===== src/rtl/chess_pkg.sv =====
// rtl/chess_pkg.sv - piece encoding, dispatcher state and response codes for the move checker interface
package chess_pkg;

    typedef enum logic [2:0] {
        PK_EMPTY  = 3'd0,
        PK_PAWN   = 3'd1,
        PK_KNIGHT = 3'd2,
        PK_BISHOP = 3'd3,
        PK_ROOK   = 3'd4,
        PK_QUEEN  = 3'd5,
        PK_KING   = 3'd6,
        PK_RSVD   = 3'd7
    } piece_kind_t;

    // color 0 = white, 1 = black
    typedef struct packed {
        logic        color;
        piece_kind_t kind;
    } piece_t;

    typedef enum logic [1:0] {
        IDLE     = 2'd0,
        PRECHECK = 2'd1,
        WAIT     = 2'd2,
        RESPOND  = 2'd3
    } dispatch_state_t;

    typedef enum logic [1:0] {
        ERR_NONE     = 2'd0,
        ERR_PRECHECK = 2'd1,
        ERR_ILLEGAL  = 2'd2,
        ERR_TIMEOUT  = 2'd3
    } rsp_err_t;

    function automatic logic [2:0] abs_diff3(input logic [2:0] a, input logic [2:0] b);
        return (a > b) ? (a - b) : (b - a);
    endfunction

endpackage


===== src/rtl/move_check_dispatcher.sv =====
// rtl/move_check_dispatcher.sv - issues one move to a piece checker per request and returns its verdict
module move_check_dispatcher
    import chess_pkg::*;
#(
    parameter int TIMEOUT_CYCLES = 16
) (
    input  logic                  clk,
    input  logic                  reset_n,
    input  logic                  req_valid,
    output logic                  req_ready,
    input  logic [2:0]            old_x,
    input  logic [2:0]            old_y,
    input  logic [2:0]            new_x,
    input  logic [2:0]            new_y,
    input  logic                  side_to_move,
    input  logic [7:0][7:0][3:0]  board_in,
    output logic                  chk_reset_n,
    output logic [2:0]            chk_old_x,
    output logic [2:0]            chk_old_y,
    output logic [2:0]            chk_new_x,
    output logic [2:0]            chk_new_y,
    output logic [2:0]            chk_h_delta,
    output logic [2:0]            chk_v_delta,
    output logic [3:0]            chk_piece_type,
    input  logic                  chk_valid_move,
    input  logic                  chk_valid_output,
    output logic                  rsp_valid,
    input  logic                  rsp_ready,
    output logic                  rsp_legal,
    output logic [1:0]            rsp_err
);

    localparam int TW = (TIMEOUT_CYCLES > 2) ? $clog2(TIMEOUT_CYCLES) : 1;
    localparam logic [TW-1:0] TIMER_LAST = TW'(TIMEOUT_CYCLES - 1);

    dispatch_state_t state_q, state_d;
    logic [TW-1:0]   timer_q;
    logic            side_q;
    piece_t          src_piece;
    piece_t          dst_piece;
    logic            precheck_fail;
    logic            timer_last;

    // The source piece is taken from the latched type; the destination is read
    // live because the board is held stable for the whole transaction.
    assign src_piece  = piece_t'(chk_piece_type);
    assign dst_piece  = piece_t'(board_in[chk_new_x][chk_new_y]);
    assign timer_last = (timer_q == TIMER_LAST);

    always_comb begin
        precheck_fail = 1'b0;
        if (src_piece.kind == PK_EMPTY)
            precheck_fail = 1'b1;
        if (src_piece.color != side_q)
            precheck_fail = 1'b1;
        if ((chk_old_x == chk_new_x) && (chk_old_y == chk_new_y))
            precheck_fail = 1'b1;
        if ((dst_piece.kind != PK_EMPTY) && (dst_piece.color == side_q))
            precheck_fail = 1'b1;
    end

    always_ff @(posedge clk or negedge reset_n) begin
        if (!reset_n)
            state_q <= IDLE;
        else
            state_q <= state_d;
    end

    always_comb begin
        state_d   = state_q;
        req_ready = 1'b0;
        case (state_q)
            IDLE: begin
                req_ready = 1'b1;
                if (req_valid)
                    state_d = PRECHECK;
            end
            PRECHECK: begin
                state_d = precheck_fail ? RESPOND : WAIT;
            end
            WAIT: begin
                if (chk_valid_output || timer_last)
                    state_d = RESPOND;
            end
            RESPOND: begin
                if (rsp_ready)
                    state_d = IDLE;
            end
            default: state_d = IDLE;
        endcase
    end

    always_ff @(posedge clk or negedge reset_n) begin
        if (!reset_n) begin
            chk_reset_n    <= 1'b0;
            chk_old_x      <= 3'd0;
            chk_old_y      <= 3'd0;
            chk_new_x      <= 3'd0;
            chk_new_y      <= 3'd0;
            chk_h_delta    <= 3'd0;
            chk_v_delta    <= 3'd0;
            chk_piece_type <= 4'd0;
            side_q         <= 1'b0;
            timer_q        <= '0;
            rsp_valid      <= 1'b0;
            rsp_legal      <= 1'b0;
            rsp_err        <= ERR_NONE;
        end else begin
            case (state_q)
                IDLE: begin
                    if (req_valid) begin
                        chk_old_x      <= old_x;
                        chk_old_y      <= old_y;
                        chk_new_x      <= new_x;
                        chk_new_y      <= new_y;
                        chk_h_delta    <= abs_diff3(new_x, old_x);
                        chk_v_delta    <= abs_diff3(new_y, old_y);
                        chk_piece_type <= board_in[old_x][old_y];
                        side_q         <= side_to_move;
                    end
                end
                PRECHECK: begin
                    timer_q <= '0;
                    if (precheck_fail) begin
                        rsp_valid <= 1'b1;
                        rsp_legal <= 1'b0;
                        rsp_err   <= ERR_PRECHECK;
                    end else begin
                        chk_reset_n <= 1'b1;
                    end
                end
                WAIT: begin
                    timer_q <= timer_q + 1'b1;
                    // A verdict arriving on the final cycle still beats the timeout.
                    if (chk_valid_output) begin
                        chk_reset_n <= 1'b0;
                        rsp_valid   <= 1'b1;
                        rsp_legal   <= chk_valid_move;
                        rsp_err     <= chk_valid_move ? ERR_NONE : ERR_ILLEGAL;
                    end else if (timer_last) begin
                        chk_reset_n <= 1'b0;
                        rsp_valid   <= 1'b1;
                        rsp_legal   <= 1'b0;
                        rsp_err     <= ERR_TIMEOUT;
                    end
                end
                RESPOND: begin
                    if (rsp_ready) begin
                        rsp_valid <= 1'b0;
                        rsp_legal <= 1'b0;
                        rsp_err   <= ERR_NONE;
                    end
                end
                default: begin
                    chk_reset_n <= 1'b0;
                    rsp_valid   <= 1'b0;
                end
            endcase
        end
    end

endmodule


===== config.mk =====
export PLATFORM = sky130hd
export DESIGN_NAME = move_check_dispatcher
export DESIGN_NICKNAME = d
export VERILOG_FILES = /design/src/rtl/chess_pkg.sv /design/src/rtl/move_check_dispatcher.sv
export SDC_FILE = /design/constraint.sdc
export NUM_CORES = 1
export LEC_CHECK = 0
export BUFFER_PORTS_ARGS = -buffer_cell sky130_fd_sc_hd__buf_4
export CORE_UTILIZATION = 35
export DETAILED_ROUTE_END_ITERATION = 8
export GPL_TIMING_DRIVEN = 0
export PLACE_DENSITY_LB_ADDON = 0.12
export SLEW_MARGIN = 20
export SYNTH_ARGS = -nofsm -noshare
export SYNTH_HDL_FRONTEND = slang
export SYNTH_SLANG_ARGS = --single-unit

===== constraint.sdc =====
create_clock -name clk -period 4.25 [get_ports clk]
set_input_delay 1.0625 -clock clk [delete_from_list [all_inputs] [get_ports clk]]
set_output_delay 1.0625 -clock clk [all_outputs]
set_load 0.05 [all_outputs]

; Word level (Yosys, flattened, before mapping)
; Cells that the tools add are included.
[word_totals]
ff_bits = 34
out_inout_bits = 28
[op_classes]
addsub = 5
n_lt_le_gt_ge = 6
n_reduce_logical = 12
mux = 38
n_eq_ne = 14
[ops]
columns = cell, n
row1 = 32-bit binary-select mux with 3-bit select, 2
row2 = 32-bit 2-to-1 mux, 2
row3 = 4-bit binary-select mux with 3-bit select, 2
row4 = 3-bit by 4-bit less-than comparator with 1-bit output (second input constant), 4
row5 = 1-bit 2-to-1 mux, 15
row6 = 2-bit 2-to-1 mux, 7
row7 = 3-bit subtractor, 4
row8 = 2-bit inequality test (second input constant), 5
row9 = 4-bit 2-to-1 mux, 2
row10 = 2-bit one-hot mux with 4 select lines, 1
row11 = 4-bit one-hot mux with 2 select lines, 1
row12 = 3-bit == test, 2
row13 = 3-bit greater-than comparator, 2
row14 = 3-bit 2-to-1 mux, 2
row15 = 1-bit one-hot mux with 3 select lines, 2
row16 = 2-bit one-hot mux with 3 select lines, 1
row17 = 3-bit AND reduction, 2
row18 = 3-bit nonzero test, 2
row19 = 4-bit by 1-bit adder with 4-bit output (second input constant), 1
row20 = 2-bit == test (second input constant), 2
row21 = 4-bit == test (second input constant), 1
row22 = 4-bit AND reduction, 1
row23 = 3-bit zero test, 1
row24 = 3-bit inequality test (second input constant), 1
row25 = other kinds (9), 10

; Logic depth before layout (Yosys ltp)
; Gate-level depths: netlist of the first run.
[depth]
depth_word = 9
mapped_depth = 12
ltp_nobuf = 9

; Worst setup path before layout of the first run
; No wires, ideal clock.
[synth_timing]
path_kind = in2reg
start = in old_x[1]
end = reg chk_h_delta[2]
arrival_time_ns = 3.318
setup_ns = 0.139
n_path_buf = 3
path_slack_ns = 0.793
cell_stages = 11
path_cell_list = clkbuf_1 > buf_1 > clkbuf_1 > inv_1 > ha_1 > a21o_1 > a21oi_1 > a31oi_1 > mux2i_1 > xnor2_1 > o21ai_0
[synth_between]
elab_chain_len = 2
word_cells_on_any_way = 4
classes_between = 2 x add/sub / 1 x order compare / 1 x mux
[synth_rtl]
columns = item, line_no
row1 = from (decl), move_check_dispatcher.sv:11  ; input logic [2:0] old_x,
row2 = 3-bit subtractor / 3-bit greater-than comparator (equally long branches), chess_pkg.sv:36  ; return (a > b) ? (a - b) : (b - a);
row3 = 3-bit 2-to-1 mux (*), chess_pkg.sv:36
row4 = to (signal assigned), move_check_dispatcher.sv:116  ; chk_h_delta <= abs_diff3(new_x, old_x);
row5 = to (decl), move_check_dispatcher.sv:22  ; output logic [2:0] chk_h_delta,
; Mark *: on every way between the ends. The rest lies on a longest branch, timed or not.
; A chain may end at the register's enable or synchronous reset.

; Worst setup path in the final report of the first run
[layout_timing]
start = in old_x[0]
end = reg chk_piece_type[0]
[layout_between]
elab_chain_len = 4
[layout_rtl]
columns = item, line_no
row1 = 32-bit binary-select mux with 3-bit select, move_check_dispatcher.sv:118  ; chk_piece_type <= board_in[old_x][old_y];
row2 = 32-bit 2-to-1 mux (not written as such), move_check_dispatcher.sv:118
row3 = 4-bit binary-select mux with 3-bit select, move_check_dispatcher.sv:118
row4 = 4-bit 2-to-1 mux (not written as such), move_check_dispatcher.sv:118
row5 = to (signal assigned), move_check_dispatcher.sv:118
row6 = to (decl), move_check_dispatcher.sv:24  ; output logic [3:0] chk_piece_type,
; No other way between the ends. The select of a mux whose other input is x is not followed.

==> results.md, run 1 <==
* Status: complete, but fails checks
* Failing checks: DRC
* Area growth, synth to finish at 49.88%
* Total CTS buffers at 5
* Design Area, Final at 7918 um2
* Critical path's slowest cell: mux4_2
* Most common cell in the netlist: mux4_2
* Die Ht at 124.9 um
* Drc violations at 22
* Fmax at 266.8 MHz
* Initial antenna violation count at 0
* Final wirelength at 25.19 mm
* CP Class: input pin to flip-flop
* CTS tree: done
* Delay-heaviest family, CP: buffers and inverters
* Area contributors post-synth: mux4_2 (41%), dfrtp_1 (16%), nor4_1 (4.1%), nor4b_1 (3.6%), nor3_1 (3.3%)
* 1st-iter DRT viols at 563
* Core Footprint at 14640 um2
* Skew final at 5.826 ps
* Hold buffer count at cts at 0
* # port buffers at 301
* CP Data Arrival Time at 3880 ps
* Via density at 6.340
* Total setup buffers inserted after CTS at 0
* GRT overflow at 0
* Worst path bufs/invs at 4
* Total power at 3.665 mW
* Number of global-route vias before repair at 6869
* Synth Warn # at 0
* Reg-to-reg startpoint: chk_new_x[0]
* Root Driver: clkbuf_16
* Worst Hold Launch: chk_h_delta[2]
* Post-synthesis cell count at 481
* Crit-path max cell delay at 590 ps
* Routed wire per std cell at 25.88 um
* CP startpoint: old_x[0]
* Multi-input logic area at 4140 um2
* Post-DP Area at 7772 um2
* CP most frequent cell: buf_2
* Post-route ant nets at 0
* Post-synthesis sequential area ratio at 0.1611
* CP max FO at 10
* Max_slew headroom at 0.3034
* Setup violations, final at 0
* Gpl congestion at 0.9348
* Power Density at 462.9 nW/um2
* Critical-path cell list: buf_4, buf_2, buf_2, buf_2, mux4_2, mux4_2, nor2_1, nor2_1, o21ai_0, o21ai_0
* Post-synth EDFFs at 0
* FF/Latch Area at 850.8 um2
* Setup TNS after final layout at 0 ps
* Post-synth top area share at 0.4135
* First-pass GRT wire length at 38.43 mm
* Diode count at 0
* Fill cells at 1290
* Final hold viol count at 0
* Element type at the critical path start: input pin
* Leading cell types by count after synthesis: mux4_2 (97), nor3_1 (35), nor4_1 (35), dfrtp_1 (34), o21ai_0 (34)
* # clock sinks at 34
* Period Utilization, post-route at 0.8819
* Path type of the worst min-delay path: flip-flop to flip-flop
* Post-synth ARST share at 1.000
* Core Util, Final at 0.5407
* Via Count at 6169
* Most common flop cell mapped by yosys: dfrtp_1
* Starting Density at 0.3607
* Netlist cell types at 57
* Clk buf depth at 2
* Die Width at 124.9 um
* HPWL after DPL at 21.06 mm
* Row count at 44
* IO Pins at 303
* Full die area at 15590 um2
* Flop2flop setup slack at 650 ps
* Slew @ Worst Pin at 1045 ps
* Syn Area/Cell at 10.98 um2
* Mapped Nets at 773
* MaxCap Viol Count at 0
* CP endpoint kind: flip-flop
* Worst-Skew Late Latency at 270 ps
* Largest net degree at the start of global routing at 35
* Worst EP required at 4380 ps
* Leading area contributor after synthesis: mux4_2
* Pleak at 3.374 nW
* Peak VDD IR at 0.2485 mV
* All-Layer GR Usage at 0.3243
* Final nets at 1080
* RSZ-0062 raised after global routing: no
* H-tree Lvls at 2
* Layout cells sized above 1 at 0.5501
* Clock period minus worst slack at 3748 ps
* Max Transition Viols Final at 0
* Cell area after synthesis at 5283 um2
* Clk pin slew, worst setup/hold paths at 50 ps
* Drt first pass iters at 7
* Yosys reg bits at 34
final cells by class:
| type | count | area share |
|---|---|---|
| inverter | 27 | 0.01280 |
| multi-input combinational | 378 | 0.5229 |
| sequential | 34 | 0.1075 |
| tap | 184 | 0.02908 |
| clock buffer | 7 | 0.01802 |
| clock inverter | 1 | 0.0006321 |
| timing repair buffer | 301 | 0.2854 |
| buffer | 41 | 0.02370 |
metal layers:
layer / global-route usage / wire length, um / up-vias
li1: - / - / 2623
met2: 0.5654 / 12640 / 436
met3: 0.07431 / 2278 / 66
met4: 0.1306 / 878 / 0
met1: 0.3856 / 9391 / 3044
met5: 0 / 0 / -
placed cells by master (no fill, tap or decap), types with 2 or more instances in the layout:
cell type,instances
buf_4,304
mux4_2,97
nor4_1,35
nor3_1,35
o21ai_0,34
dfrtp_1,34
nand2_1,33
inv_1,24
clkbuf_1,22
nor4b_1,22
ha_1,13
buf_2,12
nor2_1,11
mux2_2,10
nand3_1,10
a211oi_1,8
mux2i_1,7
xnor2_1,7
clkbuf_16,5
buf_1,4
a21oi_1,4
fa_1,4
nand4_1,3
o211ai_1,3
or3_1,3
o21a_1,3
clkinv_1,2
nor2b_1,2
o31ai_1,2
a32o_1,2
mux4_1,2
xor2_1,2
a21o_1,2
a31oi_1,2
flip-flops by register name (all words and copies together) (netlist names), 2 cells and up:
name and cells:
timer_q 4, chk_piece_type 4, chk_v_delta 3, state_q 2, chk_old_x 3, chk_new_x 3, chk_new_y 3, chk_h_delta 3
rsp_err 2, chk_old_y 3
metrics by stage:
stage	instances	hold WS (ps)	setup WS, ps
3_3_place_gp	966	468.6	-328.9
5_1_grt	973	515.1	260.9
3_5_place_dp	966	484.5	-528.2
4_1_cts	974	495.8	7.830
2_1_floorplan	481	533.1	793.3
6_report	973	489.3	501.8
tightest hold or removal path, cell delays in order (launching register included):
cell and delay (ps):
dfrtp_1 350, nand2_1 50, o21ai_0 60
cell families after synthesis:
kind of cell	count (synthesis)	synth area share
AO/OA/AOI/OAI	75	0.09308
adder cells (fa/ha/maj)	17	0.04595
XOR/XNOR	9	0.01492
multiplexers	116	0.4581
flip-flops	34	0.1611
buffers and inverters	69	0.05519
AND/OR/NAND/NOR	161	0.1717
power by group:
part	switching, mW	leakage [nW]	internal [mW]
registers	0.139	0.426	0.469
logic	1.60	2.87	1.10
clock network	0.125	0.0739	0.232
timing repair:
item	in CTS	in global routing
gates resized for setup	1	0
endpoints found under the setup margin	3	2
pin swaps	0	0
path summary, 6_finish.rpt:
kind	endpoint	depth (start not counted)
max	chk_piece_type[0]	10
min	chk_h_delta[2]	2
max reg2reg	rsp_err[0]	10
min reg2reg	chk_h_delta[2]	2
max in group asynchronous	chk_h_delta[1]	1
min in group asynchronous	chk_h_delta[2]	1
Note: power is estimated with default switching activity, not from simulation.
==> run 2, diff against run 1 <==
- clock period: 4.25 -> 3.6 ns (I/O delays scaled with it)
==> run 2 against run 1 <==
Worst setup slack worse by 420 ps; utilization up 0.13 points; global-route usage about the same; wire length down 0.23%; worst hold slack worse by 3.4 ps; die area unchanged; sequential cell count unchanged; largest power group unchanged; highest routed layer unchanged; the run still ends with DRC left.
==> results.md, run 2 (synthesis gave the netlist of run 1 again) <==
* Post-route ant nets at 0
* Max_slew headroom at 0.3133
* Row count at 44
* CP Data Arrival Time at 3670 ps
* Failing checks: DRC
* Skew final at 6.212 ps
* CP most frequent cell: mux4_2
* CP endpoint kind: flip-flop
* Area growth, synth to finish at 50.24%
* H-tree Lvls at 2
* Largest net degree at the start of global routing at 35
* Worst EP required at 3760 ps
* CP Class: input pin to flip-flop
* Period Utilization, post-route at 0.9759
* Peak VDD IR at 0.2929 mV
* Total CTS buffers at 5
* Element type at the critical path start: input pin
* Drt first pass iters at 6
* Clk pin slew, worst setup/hold paths at 50 ps
* Clock period minus worst slack at 3513 ps
* IO Pins at 303
* Fmax at 284.6 MHz
* Number of global-route vias before repair at 6882
* MaxCap Viol Count at 0
* All-Layer GR Usage at 0.3245
* Crit-path max cell delay at 620 ps
* Via density at 6.300
* Clk buf depth at 2
* Drc violations at 22
* GRT overflow at 0
* Worst-Skew Late Latency at 270 ps
* Setup TNS after final layout at 0 ps
* Path type of the worst min-delay path: flip-flop to flip-flop
* Final nets at 1080
* Core Footprint at 14640 um2
* First-pass GRT wire length at 38.43 mm
* Most common cell after layout, fill and taps aside: buf_4
* RSZ-0062 raised after global routing: no
* Via Count at 6130
* CTS tree: done
* Initial antenna violation count at 0
* Die Width at 124.9 um
* Final hold viol count at 0
* Starting Density at 0.3607
* Final wirelength at 25.13 mm
* CP max FO at 10
* # clock sinks at 34
* Biggest regs: chk_piece_type: 4 flops, timer_q: 4 flops
* Max Transition Viols Final at 0
* # port buffers at 301
* Full die area at 15590 um2
* Power Density at 545.8 nW/um2
* Pleak at 3.397 nW
* Critical path's slowest cell: mux4_2
* Root Driver: clkbuf_16
* Die Ht at 124.9 um
* Setup violations, final at 0
* Layout cells sized above 1 at 0.5577
* Critical-path cell list: buf_4, buf_2, buf_2, mux4_2, mux4_2, mux4_2, mux2_2
* HPWL after DPL at 21.06 mm
* Status: complete, but fails checks
* Routed wire per std cell at 25.82 um
* Core Util, Final at 0.5420
* Slew @ Worst Pin at 1030 ps
* 1st-iter DRT viols at 596
* Diode count at 0
* Most frequent cells in the layout: buf_4 (305), mux4_2 (97), nor4_1 (35), nor3_1 (35)
* Gpl congestion at 0.9348
* Fill cells at 1294
-- run 2: cell types whose count changed in the layout (fill, tap and decap cells not counted) --
cell / previous run / this run
clkdlybuf4s15_1: 0 / 1
clkbuf_4: 0 / 1
buf_2: 12 / 10
buf_1: 4 / 3
clkbuf_1: 22 / 16
clkbuf_2: 0 / 6
buf_4: 304 / 305
-- run 2: power by group --
part / switching [mW] / leakage, nW / internal (mW)
registers: 0.164 / 0.426 / 0.554
clock network: 0.148 / 0.0739 / 0.274
logic: 1.89 / 2.90 / 1.30
-- run 2: worst max-delay path: cells and delay by family --
family	cells	cell delay (ps)
muxes	4	1860
buffers and inverters	3	900
-- run 2: cell type report --
class / instances / area [um2] / share of cell area
buffer: 41 / 206.4 / 0.02601
multi-input combinational: 378 / 4140 / 0.5217
clock buffer: 7 / 142.6 / 0.01797
inverter: 27 / 101.3 / 0.01277
sequential: 34 / 850.8 / 0.1072
timing repair buffer: 301 / 2260 / 0.2847
clock inverter: 1 / 5.005 / 0.0006306
tap: 184 / 230.2 / 0.02901
-- run 2: final timing paths --
| check | endpoint | start | slack [ps] | cells past startpoint |
|---|---|---|---|---|
| max | chk_piece_type[2] | old_x[0] | 90 | 7 |
| max reg2reg | rsp_err[0] | chk_new_x[2] | 200 | 10 |
| min in group asynchronous | chk_h_delta[2] | reset_n | 570 | 1 |
| min reg2reg | chk_h_delta[2] | chk_h_delta[2] | 490 | 2 |
| min | chk_h_delta[2] | chk_h_delta[2] | 490 | 2 |
| max in group asynchronous | chk_h_delta[1] | reset_n | 2690 | 1 |
-- run 2: routing by layer --
layer / up-vias / wire length, um / global-route usage / share of wire
met2: 426 / 12590 / 0.5635 / 0.50
met5: - / 0 / 0 / 0
li1: 2627 / - / - / -
met4: 0 / 891 / 0.1349 / 0.035
met1: 3012 / 9368 / 0.3867 / 0.37
met3: 65 / 2271 / 0.07345 / 0.090
-- run 2: stage by stage --
stage	hold slack [ps]	instances	power [mW]	instance area, um2	setup WS, ps
after global routing	515.1	973	4.599	7936	16.51
after detailed placement	484.5	966	3.881	7772	-1016
after floorplan	533.1	481	2.749	5283	305.8
after global placement	468.6	966	3.822	7772	-816.4
after CTS	495.8	973	4.314	7924	21.92
final	486.0	973	4.331	7936	86.75
-- run 2: timing repair --
item / 4_1_cts / 5_1_grt
hold buffers: 0 / 0
resized for setup: 5 / 8
setup buffers: 0 / 0
setup endpoints to repair: 6 / 9
